## config.mk

```make
export PLATFORM = sky130hd
export DESIGN_NAME = prog_fir_single_chan_mac
export DESIGN_NICKNAME = d
export VERILOG_FILES = /design/src/rtl/prog_fir_single_chan_mac.sv
export SDC_FILE = /design/constraint.sdc
export NUM_CORES = 2
export LEC_CHECK = 0
export CAP_MARGIN = 10
export CORE_ASPECT_RATIO = 2
export CORE_UTILIZATION = 52
export DETAILED_ROUTE_END_ITERATION = 12
export PLACE_DENSITY = 0.69
export SKIP_CTS_REPAIR_TIMING = 1
export SLEW_MARGIN = 10
export SYNTH_ARGS = -nofsm -noshare
export SYNTH_HDL_FRONTEND = slang
export SYNTH_SLANG_ARGS = --single-unit
```

## constraint.sdc

```tcl
create_clock -name clk -period 9.26 [get_ports clk]
set_input_delay 0.926 -clock clk [delete_from_list [all_inputs] [get_ports clk]]
set_output_delay 0.926 -clock clk [all_outputs]
set_load 0.1 [all_outputs]
```

## src/rtl/prog_fir_single_chan_mac.sv

```systemverilog
// prog_fir_single_chan_mac: single-channel programmable FIR filter.
// A single multiplier is time-shared across NTAPS taps, one tap per cycle.
// Coefficients come from an external RAM with 2-cycle read latency.
// Each accepted sample costs NTAPS+4 cycles: NTAPS issue cycles, 2 drain
// cycles, 1 output cycle and 1 idle cycle.
// Optional macro PROG_FIR_SAT_EN: clamps the output to the OUT_W range and
// keeps a sticky sat_flag. Without it the output wraps and sat_flag is 0.
//
// state   | meaning
// S_IDLE  | in_ready=1, waiting for a sample
// S_MAC   | issuing coefficient reads for taps 0..NTAPS-1
// S_DRAIN | waiting 2 cycles for the last coefficient to return
// S_OUT   | out_valid pulse, result on out_data
`timescale 1ns/1ps

module prog_fir_single_chan_mac #(
  parameter int NTAPS  = 32,
  parameter int DATA_W = 16,
  parameter int COEF_W = 16,
  parameter int OUT_W  = 32,
  parameter int SHIFT  = 15
) (
  input  logic                     clk,
  input  logic                     rst,
  input  logic                     in_valid,
  input  logic signed [DATA_W-1:0] in_data,
  output logic                     in_ready,
  output logic                     coef_en,
  output logic [9:0]               coef_addr,
  input  logic [31:0]              coef_data,
  output logic                     out_valid,
  output logic signed [OUT_W-1:0]  out_data,
  output logic                     sat_flag
);

  localparam int AW     = $clog2(NTAPS);
  localparam int PROD_W = DATA_W + COEF_W;
  localparam int ACC_W  = DATA_W + COEF_W + AW;
  localparam logic [AW-1:0] LAST_TAP = AW'(NTAPS - 1);

  typedef enum logic [1:0] {S_IDLE, S_MAC, S_DRAIN, S_OUT} state_t;

  state_t                    state;
  logic [AW-1:0]             tap_cnt;
  logic [AW-1:0]             wr_ptr;
  logic [AW-1:0]             rd_ptr;
  logic                      drain_cnt;
  logic                      accept;

  logic signed [DATA_W-1:0]  hist [NTAPS];
  logic signed [DATA_W-1:0]  x_d1;
  logic signed [DATA_W-1:0]  x_d2;
  logic                      v_d1;
  logic                      v_d2;
  logic signed [COEF_W-1:0]  coef_s;
  logic signed [PROD_W-1:0]  prod;
  logic signed [ACC_W-1:0]   acc;
  logic signed [ACC_W-1:0]   acc_sum;
  logic signed [ACC_W-1:0]   acc_sh;
  logic signed [OUT_W-1:0]   out_wrap;
  logic                      load_out;

  // in_ready is a registered copy of "state is IDLE", so accept needs no decode
  assign accept = in_valid && in_ready;

  assign coef_s   = coef_data[COEF_W-1:0];
  assign prod     = x_d2 * coef_s;
  // The final product is folded in combinationally so the result can be
  // registered on the same edge that consumes the last coefficient.
  assign acc_sum  = acc + (v_d2 ? ACC_W'(prod) : '0);
  assign acc_sh   = acc_sum >>> SHIFT;
  assign out_wrap = OUT_W'(acc_sh);
  assign load_out = (state == S_DRAIN) && drain_cnt;

  generate
    if (COEF_W < 32) begin : g_coef_hi
      logic unused_coef_hi;
      assign unused_coef_hi = ^coef_data[31:COEF_W];
    end
  endgenerate

  logic unused_acc_sh;
  assign unused_acc_sh = ^acc_sh;

  // Control FSM: sequences tap issue, drain and the output strobe
  always_ff @(posedge clk) begin
    if (rst) begin
      state     <= S_IDLE;
      in_ready  <= 1'b1;
      coef_en   <= 1'b0;
      coef_addr <= '0;
      tap_cnt   <= '0;
      rd_ptr    <= '0;
      drain_cnt <= 1'b0;
      out_valid <= 1'b0;
    end else begin
      out_valid <= 1'b0;
      unique case (state)
        S_IDLE: begin
          if (accept) begin
            state     <= S_MAC;
            in_ready  <= 1'b0;
            coef_en   <= 1'b1;
            coef_addr <= '0;
            tap_cnt   <= '0;
            rd_ptr    <= wr_ptr;
          end
        end
        S_MAC: begin
          rd_ptr <= (rd_ptr == '0) ? LAST_TAP : rd_ptr - AW'(1);
          if (tap_cnt == LAST_TAP) begin
            state     <= S_DRAIN;
            coef_en   <= 1'b0;
            coef_addr <= '0;
            drain_cnt <= 1'b0;
          end else begin
            tap_cnt   <= tap_cnt + AW'(1);
            coef_addr <= 10'(tap_cnt + AW'(1));
          end
        end
        S_DRAIN: begin
          drain_cnt <= 1'b1;
          if (drain_cnt) begin
            state     <= S_OUT;
            out_valid <= 1'b1;
          end
        end
        S_OUT: begin
          state    <= S_IDLE;
          in_ready <= 1'b1;
        end
        default: begin
          state    <= S_IDLE;
          in_ready <= 1'b1;
          coef_en  <= 1'b0;
        end
      endcase
    end
  end

  // Sample history: circular buffer, newest sample at wr_ptr before increment
  always_ff @(posedge clk) begin
    if (rst) begin
      for (int i = 0; i < NTAPS; i++) hist[i] <= '0;
      wr_ptr <= '0;
    end else if (accept) begin
      hist[wr_ptr] <= in_data;
      wr_ptr       <= (wr_ptr == LAST_TAP) ? '0 : wr_ptr + AW'(1);
    end
  end

  // Datapath: delay history read 2 cycles to meet coef_data, then accumulate
  always_ff @(posedge clk) begin
    if (rst) begin
      x_d1 <= '0;
      x_d2 <= '0;
      v_d1 <= 1'b0;
      v_d2 <= 1'b0;
      acc  <= '0;
    end else begin
      x_d1 <= hist[rd_ptr];
      x_d2 <= x_d1;
      v_d1 <= coef_en;
      v_d2 <= v_d1;
      acc  <= accept ? '0 : acc_sum;
    end
  end

`ifdef PROG_FIR_SAT_EN
  logic sat_hi;
  logic sat_lo;

  generate
    if (ACC_W > OUT_W) begin : g_sat
      assign sat_hi = !acc_sh[ACC_W-1] && (|acc_sh[ACC_W-2:OUT_W-1]);
      assign sat_lo =  acc_sh[ACC_W-1] && !(&acc_sh[ACC_W-2:OUT_W-1]);
    end else begin : g_nosat
      assign sat_hi = 1'b0;
      assign sat_lo = 1'b0;
    end
  endgenerate

  // Output register with clamp to the signed OUT_W range; sat_flag is sticky
  always_ff @(posedge clk) begin
    if (rst) begin
      out_data <= '0;
      sat_flag <= 1'b0;
    end else if (load_out) begin
      if (sat_hi) begin
        out_data <= {1'b0, {(OUT_W-1){1'b1}}};
        sat_flag <= 1'b1;
      end else if (sat_lo) begin
        out_data <= {1'b1, {(OUT_W-1){1'b0}}};
        sat_flag <= 1'b1;
      end else begin
        out_data <= out_wrap;
      end
    end
  end
`else
  assign sat_flag = 1'b0;

  // Output register: shifted accumulator wraps to the low OUT_W bits
  always_ff @(posedge clk) begin
    if (rst) begin
      out_data <= '0;
    end else if (load_out) begin
      out_data <= out_wrap;
    end
  end
`endif

endmodule

```

==> reports/results.tsv <==
metric	value	unit
r2r_cells	32	
finalWorstSetupSlack	450.4	ps
min_period_over_period	0.9514	
syn_avg_cell_area	12.27	sq um
yosys_warnings	0	
die_y	389.0	um
startpoint_type	input pin	
place_ws	-282.1	ps
dieArea	76030	sq um
row_count	141	
drc_errors	0	
yosys-top-cells-area	edfxtp_1, fa_1, and2_1	
path_max_fanout	16	
routed_via_density	5.700	
h-tree-depth	2	
status	completed	
hold_class	register to register	
track_usage	0.2677	
num_vias	24160	
coreArea	73920	sq um
grt_pass1_vias	26840	
cpPeakStageDelay	580	ps
synth_top_area_share	0.3949	
dp_hpwl	74090	um
crit_start	coef_data[1]	
port_buffers	75	
fp.dieW	195.5	um
cts_made_buffers	52	
hold_violations	0	
routed_wl	98590	um
synth-edff-count	512	
synthArstFlopShare	0	
synth_ff_type	edfxtp_1	
r2r-start	x_d2[8]$_SDFF_PP0_	
required	9810	ps
final_net_count	3713	
root_buffer	clkbuf_16	
switchingPower	0.005003	W
power.internal	0.007579	W
grt_overflow	0	
cp_num_cells	34	
cp_data_arrival_time	9360	ps
drtIter0Drc	1474	
synthCells	3174	
cts_tree	done	
clk_path_buf_depth	3	
cp_slowest_cell	fa_1	
path_delay_family	adder cells	
maxSlewHeadroom	0.1543	
irDropWorstVdd	0.0002570	V
start_util	0.5267	
hold_ws	438.1	ps
ios	97	
worst_pin_slew	1264	ps
synth_most_common_cell	and2_1	
syn-cell-area	38930	sq um
worst_clock_skew	28.42	ps
swShare	0.3976	
dr.pass1.iters	7	
clk_latency	620	ps
synth.largest_area_cell	edfxtp_1	
drive_gt1_frac	0.1387	
antenna_found_initial	0	
fill_cells	5879	
maxCapViolCount	0	
critPathKind	input pin to register	
fin_util	0.5835	
crit_buf_inv	6	
crit_path_end_kind	register	
ys_seq_area_frac	0.4566	
slew_violations	0	
crit_top_cell	fa_1	
seqPwrFrac	0.272	
yosys.cell_types.count	69	
design_power_total	0.01258	W
grt_max_degree	65	
powerDensity	291.7	nW/um^2
p_clk_frac	0.185	
finalSetupViolCount	0	
synth_commonest_cells	and2_1, edfxtp_1, inv_1, fa_1, nand2_1	
r2r_end	out_data[21]$_SDFFE_PP0P_	
place_congestion	0.8964	
wl_per_cell	23.26	um
clk_pin_slew	70	ps
ys_ff_latch	632	
p_leak	17.61	nW
regToRegSetupSlack	590	ps
combPwrFrac	0.543	
place_area	41310	sq um
synthToLayoutAreaGrowth	10.79	%
final_antenna_net_count	0	
cp-endpoint	out_data[21]$_SDFFE_PP0P_	
cts.sinks	632	
grt_pass1_wl	151500	um
fmax	0.1135	GHz
final_area	43130	sq um
finalCriticalPeriod	8810	ps
## worst min-delay path by stage
stage / start / end / slack (ps) / cells after the start
final: x_d1[11]$_SDFF_PP0_ / x_d2[11]$_SDFF_PP0_ / 440 / 1
after global routing: x_d1[11]$_SDFF_PP0_ / x_d2[11]$_SDFF_PP0_ / 460 / 1
after CTS: x_d1[11]$_SDFF_PP0_ / x_d2[11]$_SDFF_PP0_ / 440 / 1
after detailed placement: x_d1[11]$_SDFF_PP0_ / x_d2[11]$_SDFF_PP0_ / 420 / 1
after global placement: v_d1$_SDFF_PP0_ / v_d2$_SDFF_PP0_ / 420 / 1
after floorplan: v_d1$_SDFF_PP0_ / v_d2$_SDFF_PP0_ / 410 / 1
## cells in the final DEF (no fill, tap or decap), types with 26 or more instances in the layout
cell | netlist | routed
and2_1 | 659 | 659
edfxtp_1 | 512 | 512
mux4_2 | 160 | 160
or2_2 | 33 | 33
nand2_1 | 177 | 177
a21oi_1 | 97 | 97
xnor2_1 | 37 | 36
o21ai_0 | 26 | 26
nor2_1 | 160 | 160
a21o_1 | 26 | 26
fa_1 | 263 | 263
clkdlybuf4s50_1 | 0 | 72
xor2_1 | 26 | 26
inv_1 | 311 | 311
buf_4 | 15 | 159
ha_1 | 131 | 131
dfxtp_1 | 120 | 117
clkbuf_16 | 0 | 53
nor2b_1 | 36 | 36
## sequential cells by signal, summed over array words and instances (netlist names)
name and flops:
drain_cnt 1, out_valid 1, x_d1 16, coef_en 1, tap_cnt 5, hist 512
v_d2 1, out_data 22, in_ready 1, v_d1 1, coef_addr 6, state 2
rd_ptr 5, x_d2 16, acc 37, wr_ptr 5
## worst reg2reg max path: cells and delay by family, from the launching register on
family,cells,cell delay [ps]
compound gates,10,2170
buf+inv,4,530
flops,1,820
simple gates,8,1090
xor+xnor,2,410
fa+ha+maj,8,3570
## layer usage
| metal | track usage | routed length, um | up-vias |
|---|---|---|---|
| li1 | - | - | 10820 |
| met1 | 0.2417 | 29920 | 12360 |
| met2 | 0.5371 | 56780 | 686 |
| met3 | 0.02484 | 3405 | 300 |
| met4 | 0.1969 | 8495 | 0 |
| met5 | 0 | 0 | - |
## cells by family after synthesis
| logic type | share of synthesized area |
|---|---|
| simple gates | 0.1656 |
| xor+xnor | 0.01475 |
| buf+inv | 0.05091 |
| compound gates | 0.03802 |
| fa+ha+maj | 0.1773 |
| flops | 0.4566 |
| mux | 0.09667 |
| other cells | 0.00009632 |
## power by group through the flow
stage	clock network, W	logic, W	registers, W
2_1_floorplan	0	0.00461	0.00338
3_3_place_gp	0	0.00674	0.00347
3_5_place_dp	0	0.00684	0.00348
4_1_cts	0.00236	0.00690	0.00342
5_1_grt	0.00244	0.00751	0.00344
6_report	0.00233	0.00683	0.00342
## metrics by stage
step           std cells  setup TNS, ps
5_1_grt             4238         -1.613
4_1_cts             4236              0
3_3_place_gp        4141          -1174
2_1_floorplan       3178              0
3_5_place_dp        4141          -2326
6_report            4239              0
## cell type report
type	instances	area (sq um)	area share
Tap cell	929	1162	0.02695
Antenna cell	1	2.502	0.00005802
Sequential cell	632	17790	0.4124
Inverter	311	1167	0.02707
Multi-Input combinational cell	2033	19220	0.4456
Clock buffer	61	1366	0.03168
Clock inverter	34	412.9	0.009573
Timing Repair Buffer	238	2016	0.04673
(Power assumes the default switching activity.)
